File: config.mk
export PLATFORM = sky130hd
export DESIGN_NAME = mem_access_unit_flat
export DESIGN_NICKNAME = d
export VERILOG_FILES = /design/src/rtl/mem_access_unit_if.sv /design/src/rtl/mem_access_unit.sv /design/src/flat_wrapper.sv
export SDC_FILE = /design/constraint.sdc
export NUM_CORES = 1
export LEC_CHECK = 0
export CAP_MARGIN = 10
export CORE_MARGIN = 3
export CORE_UTILIZATION = 35
export DETAILED_ROUTE_END_ITERATION = 6
export GPL_TIMING_DRIVEN = 0
export PLACE_DENSITY_LB_ADDON = 0.2
export SETUP_SLACK_MARGIN = 0.15
export SYNTH_ARGS = -nofsm -noshare
export SYNTH_HDL_FRONTEND = slang
export SYNTH_SLANG_ARGS = --single-unit
export TNS_END_PERCENT = 30
File: constraint.sdc
create_clock -name clk -period 2.8 [get_ports clk]
set_clock_uncertainty 0.05 [all_clocks]
set_input_delay 0.56 -clock clk [delete_from_list [all_inputs] [get_ports clk]]
set_output_delay 0.56 -clock clk [all_outputs]
set_load 0.005 [all_outputs]
File: src/rtl/mem_access_unit_if.sv
// Bus bundle between the memory access unit, the control unit/datapath (MAR, MDR) and the RAM.
// The master side is the environment and the slave side is the access unit itself.
interface mem_access_unit_if #(
  parameter int ADDR_W = 9,
  parameter int DATA_W = 32
);
  logic              Read;
  logic              Write;
  logic [31:0]       MARQ;
  logic [DATA_W-1:0] MDRQ;
  logic [DATA_W-1:0] MdataIn;
  logic              MDRead;
  logic              Done;
  logic              Busy;
  logic              Fault;
  logic [ADDR_W-1:0] mem_addr;
  logic [DATA_W-1:0] mem_wdata;
  logic              mem_en;
  logic              mem_we;
  logic [DATA_W-1:0] mem_rdata;

  modport master (
    output Read, Write, MARQ, MDRQ, mem_rdata,
    input  MdataIn, MDRead, Done, Busy, Fault, mem_addr, mem_wdata, mem_en, mem_we
  );

  modport slave (
    input  Read, Write, MARQ, MDRQ, mem_rdata,
    output MdataIn, MDRead, Done, Busy, Fault, mem_addr, mem_wdata, mem_en, mem_we
  );
endinterface

File: src/rtl/mem_access_unit.sv
// Memory-side stage: sequences one-word RAM reads/writes through fixed wait states
// and reports completion (Done/MDRead) or rejection (Fault) to the control unit.
module mem_access_unit #(
  parameter int ADDR_W     = 9,
  parameter int DATA_W     = 32,
  parameter int READ_WAIT  = 2,
  parameter int WRITE_WAIT = 1
) (
  input logic              clk,
  input logic              reset,
  mem_access_unit_if.slave bus
);

  localparam int MAX_WAIT = (READ_WAIT > WRITE_WAIT) ? READ_WAIT : WRITE_WAIT;
  localparam int CNT_W    = $clog2(MAX_WAIT + 1);

  localparam logic [2:0] S_IDLE    = 3'd0;
  localparam logic [2:0] S_RD      = 3'd1;
  localparam logic [2:0] S_RD_DONE = 3'd2;
  localparam logic [2:0] S_WR      = 3'd3;
  localparam logic [2:0] S_WR_DONE = 3'd4;
  localparam logic [2:0] S_FLT     = 3'd5;

  logic [2:0]       state;
  logic [CNT_W-1:0] cnt;
  logic             addr_ok;

  assign addr_ok = ((bus.MARQ >> ADDR_W) == '0);

  // NOTE: sequential state uses non-blocking assignments so every register samples pre-edge values.
  always_ff @(posedge clk or negedge reset) begin
    if (!reset) begin
      state         <= S_IDLE;
      cnt           <= '0;
      bus.MdataIn   <= '0;
      bus.mem_addr  <= '0;
      bus.mem_wdata <= '0;
    end else begin
      case (state)
        S_IDLE: begin
          if (bus.Read && bus.Write) begin
            state <= S_FLT;
          end else if (bus.Read || bus.Write) begin
            if (!addr_ok) begin
              state <= S_FLT;
            end else begin
              bus.mem_addr <= bus.MARQ[ADDR_W-1:0];
              cnt          <= '0;
              if (bus.Write) begin
                bus.mem_wdata <= bus.MDRQ;
                state         <= S_WR;
              end else begin
                state <= S_RD;
              end
            end
          end
        end
        S_RD: begin
          cnt <= cnt + CNT_W'(1);
          if (cnt == CNT_W'(READ_WAIT - 1)) begin
            bus.MdataIn <= bus.mem_rdata;
            state       <= S_RD_DONE;
          end
        end
        S_WR: begin
          cnt <= cnt + CNT_W'(1);
          if (cnt == CNT_W'(WRITE_WAIT - 1)) state <= S_WR_DONE;
        end
        S_RD_DONE, S_WR_DONE, S_FLT: state <= S_IDLE;
        default: state <= S_IDLE;
      endcase
    end
  end

  // Strobes decode straight from state, so an async reset drops mem_en/mem_we without a clock edge.
  assign bus.Busy   = (state != S_IDLE);
  assign bus.Done   = (state == S_RD_DONE) || (state == S_WR_DONE) || (state == S_FLT);
  assign bus.MDRead = (state == S_RD_DONE);
  assign bus.Fault  = (state == S_FLT);
  assign bus.mem_en = (state == S_RD) || (state == S_WR);
  assign bus.mem_we = (state == S_WR);

endmodule

File: src/flat_wrapper.sv
// flat-port wrapper written by rule: the top's interface ports become plain ports
module mem_access_unit_flat 
#(
  parameter int ADDR_W     = 9,
  parameter int DATA_W     = 32,
  parameter int READ_WAIT  = 2,
  parameter int WRITE_WAIT = 1
)
  (clk, reset, bus_Read, bus_Write, bus_MARQ, bus_MDRQ, bus_mem_rdata, bus_MdataIn, bus_MDRead, bus_Done, bus_Busy, bus_Fault, bus_mem_addr, bus_mem_wdata, bus_mem_en, bus_mem_we);
  mem_access_unit_if #(.ADDR_W(ADDR_W), .DATA_W(DATA_W)) bus_i ();
  input logic clk;
  input logic reset;
  input wire logic [$bits(bus_i.Read)-1:0] bus_Read;
  input wire logic [$bits(bus_i.Write)-1:0] bus_Write;
  input wire logic [$bits(bus_i.MARQ)-1:0] bus_MARQ;
  input wire logic [$bits(bus_i.MDRQ)-1:0] bus_MDRQ;
  input wire logic [$bits(bus_i.mem_rdata)-1:0] bus_mem_rdata;
  output wire logic [$bits(bus_i.MdataIn)-1:0] bus_MdataIn;
  output wire logic [$bits(bus_i.MDRead)-1:0] bus_MDRead;
  output wire logic [$bits(bus_i.Done)-1:0] bus_Done;
  output wire logic [$bits(bus_i.Busy)-1:0] bus_Busy;
  output wire logic [$bits(bus_i.Fault)-1:0] bus_Fault;
  output wire logic [$bits(bus_i.mem_addr)-1:0] bus_mem_addr;
  output wire logic [$bits(bus_i.mem_wdata)-1:0] bus_mem_wdata;
  output wire logic [$bits(bus_i.mem_en)-1:0] bus_mem_en;
  output wire logic [$bits(bus_i.mem_we)-1:0] bus_mem_we;
  assign bus_i.Read = bus_Read;
  assign bus_i.Write = bus_Write;
  assign bus_i.MARQ = bus_MARQ;
  assign bus_i.MDRQ = bus_MDRQ;
  assign bus_i.mem_rdata = bus_mem_rdata;
  assign bus_MdataIn = bus_i.MdataIn;
  assign bus_MDRead = bus_i.MDRead;
  assign bus_Done = bus_i.Done;
  assign bus_Busy = bus_i.Busy;
  assign bus_Fault = bus_i.Fault;
  assign bus_mem_addr = bus_i.mem_addr;
  assign bus_mem_wdata = bus_i.mem_wdata;
  assign bus_mem_en = bus_i.mem_en;
  assign bus_mem_we = bus_i.mem_we;
  mem_access_unit #(.ADDR_W(ADDR_W), .DATA_W(DATA_W), .READ_WAIT(READ_WAIT), .WRITE_WAIT(WRITE_WAIT)) u_core (.clk(clk), .reset(reset), .bus(bus_i));
endmodule
==> results.tsv, run 1 <==
stage	metric	value	unit
timing	Tmin final	2.53	ns
grt	largest net degree at the start of global routing	68	
pwr	cell leakage power	2.31	nW
layout	Area growth syn-to-layout	68.9	%
cts	clk_lat worst skew	0.34	ns
timing	setup violators final	0	
timing	crit share post-route	90.2	%
placed_design	Port Buffers	178	
worst_setup_path	crit-path cells	clkdlybuf4s50_1 -> nor4_1 -> nand4_1 -> nor4_4 -> buf_4 -> buf_6 -> mux2_2	
synth	sequential element share of the synthesized area	62.4	%
layout	Post-Layout Cell Count	507	
floorplan	Starting Density	37.0	%
synth	warnings from Yosys	0	
cts	CTS root buf	clkbuf_8	
grt	first-pass GRT wire length	12700	µm
floorplan	Ports	179	
hold_path	hold crit path type	reg -> reg	
worst_setup_path	critical path arrival	2.70	ns
grt	initial antenna violation count	0	
timing	Pins Over Slew Limit	0	
synth	Cells after Synth	204	
worst_setup_path	RR Startpoint	u_core.state[2]	
synth	Avg Cell Area, Syn	15.3	µm²
worst_setup_path	Worst Setup SP	bus_MARQ[10]	
floorplan	chip height	101	µm
hold_path	Worst Hold Launch	u_core.bus.MdataIn[29]	
cts	CTS max path bufs	2	
timing	Min Hold Slack	0.449	ns
job	Max-cap violations	0	
timing	worst slew pin tran	0.374	ns
layout	Final Util	62.5	%
drt	Vias/cell	4.70	
timing	final hold vios	0	
pwr	Pwr Density	692	nW/µm²
pwr	Gate power share	36.9	%
drt	DRC viols	0	
layout	Multi-input gate area	1090	µm²
floorplan	Core Footprint	8460	µm²
layout	Layout fillers	706	
cts	CTS buffer count	9	
drt	wire length per cell	16.0	µm
synth	Synth cell types	27	
layout	nets	500	
pwr	Peak VDD IR	457	µV
placed_design	RePlAce Congestion	0.711	
pwr	Int Power	2.68	mW
worst_setup_path	required time worst endpoint	2.97	ns
timing	achievable frequency	396	MHz
drt	First-pass DRT Iterations	4	
cts	htree depth	3	
cts	clock sinks	78	
timing	Slew headroom	75.0	%
drt	First DRT Iteration DRCs	20	
pwr	Clk pwr share	20.7	%
floorplan	Total Die Area	10100	µm²
timing	RSZ-0062 raised after global routing	no	
worst_setup_path	critical path's slowest cell	clkdlybuf4s50_1	
synth	register bit count reported by yosys	78	
cts	CTS tree	yes	
pwr	Flop pwr share	42.4	%
drt	Vias	2385	
placed_design	HPWL after DPL	6310	µm
layout	diode count	0	
grt	number of global-route vias before repair	2519	
grt	GR Overflow Total	0	
layout	FF/Latch Area	1950	µm²
layout	share of cells above drive strength 1	25.4	%
drt	antenna-violating nets left	0	
placed_design	Placed Cells	488	
floorplan	Die W	101	µm
floorplan	row cnt	33	
cts	Reg clk slew, reported paths	0.08	ns
worst_setup_path	Setup Crit Path Kind	in -> reg	
cts	CTS resizes	0	
run_status	status	finished, final reports clean	
synth	Mapped Nets	306	
grt	Tot GR Track Use	16.3	%
worst_setup_path	Max FO, Critical Path	10	
pwr	NetSw	0.982	mW
pwr	switch share	26.8	%
worst_setup_path	Worst Setup End Kind	register	
worst_setup_path	slowest stage delay, CP	0.40	ns
synth	synthesized area	3130	µm²
worst_setup_path	startpoint types	primary input	
drt	Final Routed Wirelength	8100	µm
pwr	Pwr Total	3.66	mW
[sequential cells by signal (all words and copies together) (netlist names)]
register	count
u_core.bus.mem_addr	9
u_core.bus.mem_wdata	32
u_core.cnt	2
u_core.state	3
u_core.bus.MdataIn	32
[synthesized netlist by cell type]
cell      number  area share [%]
o21ai_0        3            0.48
nor4_4         2             1.4
or2_2          1            0.20
nand2b_1       2            0.40
a221oi_1       1            0.28
a21oi_1        4            0.64
or3_1          1            0.20
nand2_1        3            0.36
nor3_1         2            0.32
inv_1          3            0.36
buf_6          4             1.4
nand4_1        1            0.20
ha_1           2            0.80
and2_1         1            0.20
mux2_1         1            0.36
nand3_1        1            0.16
buf_2          4            0.64
dfrtp_1       78              62
nor2b_1        1            0.20
mux2i_1        1            0.32
mux2_2        72              26
nor2_1         4            0.48
clkbuf_1       2            0.24
and3_1         2            0.40
a21o_1         1            0.24
nor4_1         6             1.2
xnor2_1        1            0.28
[final timing paths]
kind                                           endpoint  slack [ns]  cells after the start
worst min register to register   u_core.bus.MdataIn[29]        0.45                      1
worst max-delay path            u_core.bus.mem_wdata[0]        0.27                      7
worst max register to register  u_core.bus.mem_wdata[0]        0.67                      6
min in group asynchronous        u_core.bus.MdataIn[13]        0.54                      2
worst min-delay path             u_core.bus.MdataIn[29]        0.45                      1
max in group asynchronous        u_core.bus.MdataIn[22]        1.57                      3
[cells in the final DEF, fill, tap and decap left out, drive strengths merged]
master         Yosys  layout
nor4               8       8
nor2               4       4
buf                8      13
a21oi              4       4
nand4              1       1
a21o               1       1
and2               1       1
mux2              73      73
nand2              3       3
xnor2              1       1
or3                1       1
clkbuf             2      14
clkinvlp           0       2
and3               2       2
a221oi             1       1
or2                1       1
dfrtp             78      78
dlygate4sd3        0       1
inv                3       3
clkdlybuf4s50      0     177
clkinv             0       1
nand2b             2       2
mux2i              1       1
nor3               2       2
nor2b              1       1
nand3              1       1
ha                 2       2
o21ai              3       3
[through the flow]
stage	area, µm²	setup slack [ns]	TNS [ns]
floorplan	3130	0.524	0
global placement	5040	-1.69	-142.01
detailed placement	5070	-0.317	-11.11
CTS	5270	0.194	0
global route	5290	0.153	0
finish	5290	0.274	0
[metal layers]
| layer | GRT usage (%) | part of all wire [%] | vias to the layer above |
|---|---|---|---|
| met1 | 20.2 | 41 | 1145 |
| li1 | - | - | 1106 |
| met3 | 6.23 | 12 | 7 |
| met4 | 6.22 | 1.0 | 0 |
| met5 | 0 | 0 | - |
| met2 | 25.7 | 46 | 127 |
[cell families after synthesis]
group,Yosys count,share of synthesized area [%]
flops,78,62.4
mux,74,26.6
simple gates,27,5.68
buf+inv,13,2.68
compound gates,9,1.64
fa+ha+maj,2,0.799
xor+xnor,1,0.280
[timing repair]
item,CTS,global route
buffers inserted,1,2
pin swaps,2,1
hold endpoints to repair,11,0
hold buffers,1,0
cloned,0,0
setup endpoints to repair,38,29
[cell type report]
cell class / instances / area share, %
Multi-Input combinational cell: 113 / 20.7
Clock buffer: 12 / 2.93
Buffer: 10 / 1.37
Tap cell: 105 / 2.48
Clock inverter: 3 / 0.379
Inverter: 3 / 0.213
Timing Repair Buffer: 183 / 35.0
Sequential cell: 78 / 36.9
[critical path: cells and delay by family]
family	cells	cell delay [ns]
buf+inv	3	0.76
simple gates	3	1.04
mux	1	0.34
[power groups by stage]
stage / combinational (mW) / sequential, mW / clock [mW]
CTS: 1.38 / 1.56 / 0.788
global route: 1.48 / 1.59 / 0.834
floorplan: 0.529 / 1.57 / 0
finish: 1.35 / 1.55 / 0.758
detailed placement: 1.37 / 1.57 / 0
global placement: 1.34 / 1.55 / 0
Power figures use the tool's default switching activity.
==> run 2, diff against run 1 <==
--- a/config.mk
+++ b/config.mk
@@ -6,6 +6,7 @@
 export NUM_CORES = 1
 export LEC_CHECK = 0
 export CAP_MARGIN = 10
+export CORE_ASPECT_RATIO = 0.8
 export CORE_MARGIN = 3
 export CORE_UTILIZATION = 35
 export DETAILED_ROUTE_END_ITERATION = 6
==> run 2 against run 1 <==
Compared with the run above: first-iteration DRC count increased by 40%; die area about the same; clock power increased by 36%; via count decreased by 0.67%; sequential power about the same; critical path depth decreased by 2; setup slack got worse by 0.060 ns; cell area increased by 0.99%; final cell count increased by 1.2%.
==> results.tsv, run 2 (same netlist as run 1, synthesis figures left out) <==
stage	metric	value	unit
layout	Area growth syn-to-layout	70.6	%
cts	CTS max path bufs	2	
floorplan	Die W	112	µm
pwr	Peak VDD IR	567	µV
cts	clk_lat worst skew	0.34	ns
layout	nets	498	
worst_setup_path	slowest stage delay, CP	0.71	ns
layout	most frequent cells in the layout	177 x clkdlybuf4s50_1, 78 x dfrtp_1, 72 x mux2_2	
floorplan	Core Footprint	8600	µm²
layout	share of cells above drive strength 1	25.2	%
worst_setup_path	Setup Crit Path Kind	in -> reg	
drt	Vias	2369	
grt	number of global-route vias before repair	2475	
timing	Slew headroom	54.6	%
grt	largest net degree at the start of global routing	60	
layout	Layout fillers	711	
grt	GR Overflow Total	0	
job	Max-cap violations	0	
floorplan	Ports	179	
placed_design	RePlAce Congestion	0.752	
layout	commonest non-fill, non-tap cell in the layout	clkdlybuf4s50_1	
timing	worst slew pin tran	0.676	ns
drt	DRC viols	0	
worst_setup_path	Crit path max-delay family	simple AND/OR/NAND/NOR gates	
timing	achievable frequency	387	MHz
timing	RSZ-0062 raised after global routing	yes	
worst_setup_path	crit-path cells	clkdlybuf4s50_1 -> nor4_1 -> nand4_1 -> nor4_4 -> mux2_2	
hold_path	hold crit path type	in -> async	
drt	wire length per cell	15.4	µm
grt	first-pass GRT wire length	12700	µm
layout	Multi-input gate area	1090	µm²
worst_setup_path	critical path's slowest cell	nor4_4	
worst_setup_path	critical path arrival	2.76	ns
placed_design	DP Area	5080	µm²
cts	htree depth	3	
drt	First-pass DRT Iterations	4	
layout	largest registers	u_core.bus.MdataIn: 32 flops, u_core.bus.mem_wdata: 32 flops, u_core.bus.mem_addr: 9 flops	
timing	final hold vios	0	
placed_design	DP Worst Slack	-0.292	ns
cts	CTS buffer count	9	
drt	Vias/cell	4.62	
cts	clock sinks	78	
cts	Reg clk slew, reported paths	0.07	ns
run_status	status	finished, final reports clean	
cts	CTS root buf	clkbuf_8	
layout	post-route cell area	5340	µm²
placed_design	HPWL after DPL	5980	µm
timing	setup violators final	0	
timing	final worst slack	0.213	ns
worst_setup_path	required time worst endpoint	2.98	ns
timing	crit share post-route	92.4	%
pwr	cell leakage power	2.34	nW
floorplan	Starting Density	36.4	%
worst_setup_path	startpoint types	primary input	
timing	Pins Over Slew Limit	0	
grt	initial antenna violation count	0	
pwr	Pwr Density	740	nW/µm²
floorplan	row cnt	30	
worst_setup_path	Worst Setup End Kind	register	
timing	Tmin final	2.59	ns
timing	TNS Setup	0	ns
layout	diode count	0	
drt	Final Routed Wirelength	7900	µm
grt	Tot GR Track Use	16.0	%
placed_design	Port Buffers	178	
floorplan	chip height	90.6	µm
drt	antenna-violating nets left	0	
worst_setup_path	Buf/Inv on CP	1	
worst_setup_path	Max FO, Critical Path	10	
floorplan	Total Die Area	10100	µm²
cts	CTS tree	yes	
layout	FF/Latch Area	1950	µm²
drt	First DRT Iteration DRCs	28	
run 2: final timing paths:
check | to | start | slack (ns) | cells past startpoint
setup reg to reg | u_core.bus.mem_addr[1] | u_core.state[2] | 0.59 | 4
max in group asynchronous | u_core.bus.mem_wdata[7] | reset | 2.07 | 2
hold reg to reg | u_core.bus.mem_addr[7] | u_core.bus.mem_addr[7] | 0.46 | 1
min in group clk | u_core.bus.mem_addr[7] | u_core.bus.mem_addr[7] | 0.46 | 1
setup / recovery | u_core.bus.mem_addr[1] | bus_MARQ[25] | 0.21 | 5
hold / removal | u_core.bus.mem_addr[1] | reset | 0.04 | 1
run 2: power breakdown:
group,internal (mW),leakage [nW],switching (mW),total (mW)
clock,0.642,0.124,0.387,1.03
sequential,1.40,1.02,0.147,1.55
combinational,0.915,1.19,0.459,1.37
total,2.96,2.34,0.993,3.95
run 2: timing repair:
action	in CTS	in global routing
hold buffers	0	0
resized for setup	0	0
setup buffers	0	2
pin swaps	1	1
gates cloned	0	0
endpoints found under the setup margin	29	39
run 2: metrics by stage:
step	std cells	total power, mW	hold WS, ns	util (%)
after floorplan	204	2.10	0.214	-
after global placement	494	2.90	0.420	58.8
after detailed placement	495	2.96	0.409	59.1
after CTS	511	4.03	0.0253	62.0
after global routing	513	4.20	0.0295	62.1
final	513	3.95	0.0411	62.1
run 2: metal layers:
metal	GRT usage, %	wire [µm]	vias to the layer above
met2	24.8	3620	120
met5	0	0	-
met1	18.7	3200	1126
li1	-	-	1113
met4	5.27	94	0
met3	9.11	990	10
run 2: cell type report:
cell class | count | area share [%]
clock buffer | 13 | 2.97
inverter | 3 | 0.211
buffer | 10 | 1.36
tap | 112 | 2.62
timing repair buffer | 181 | 34.1
clock inverter | 3 | 1.69
sequential | 78 | 36.5
multi-input combinational | 113 | 20.5
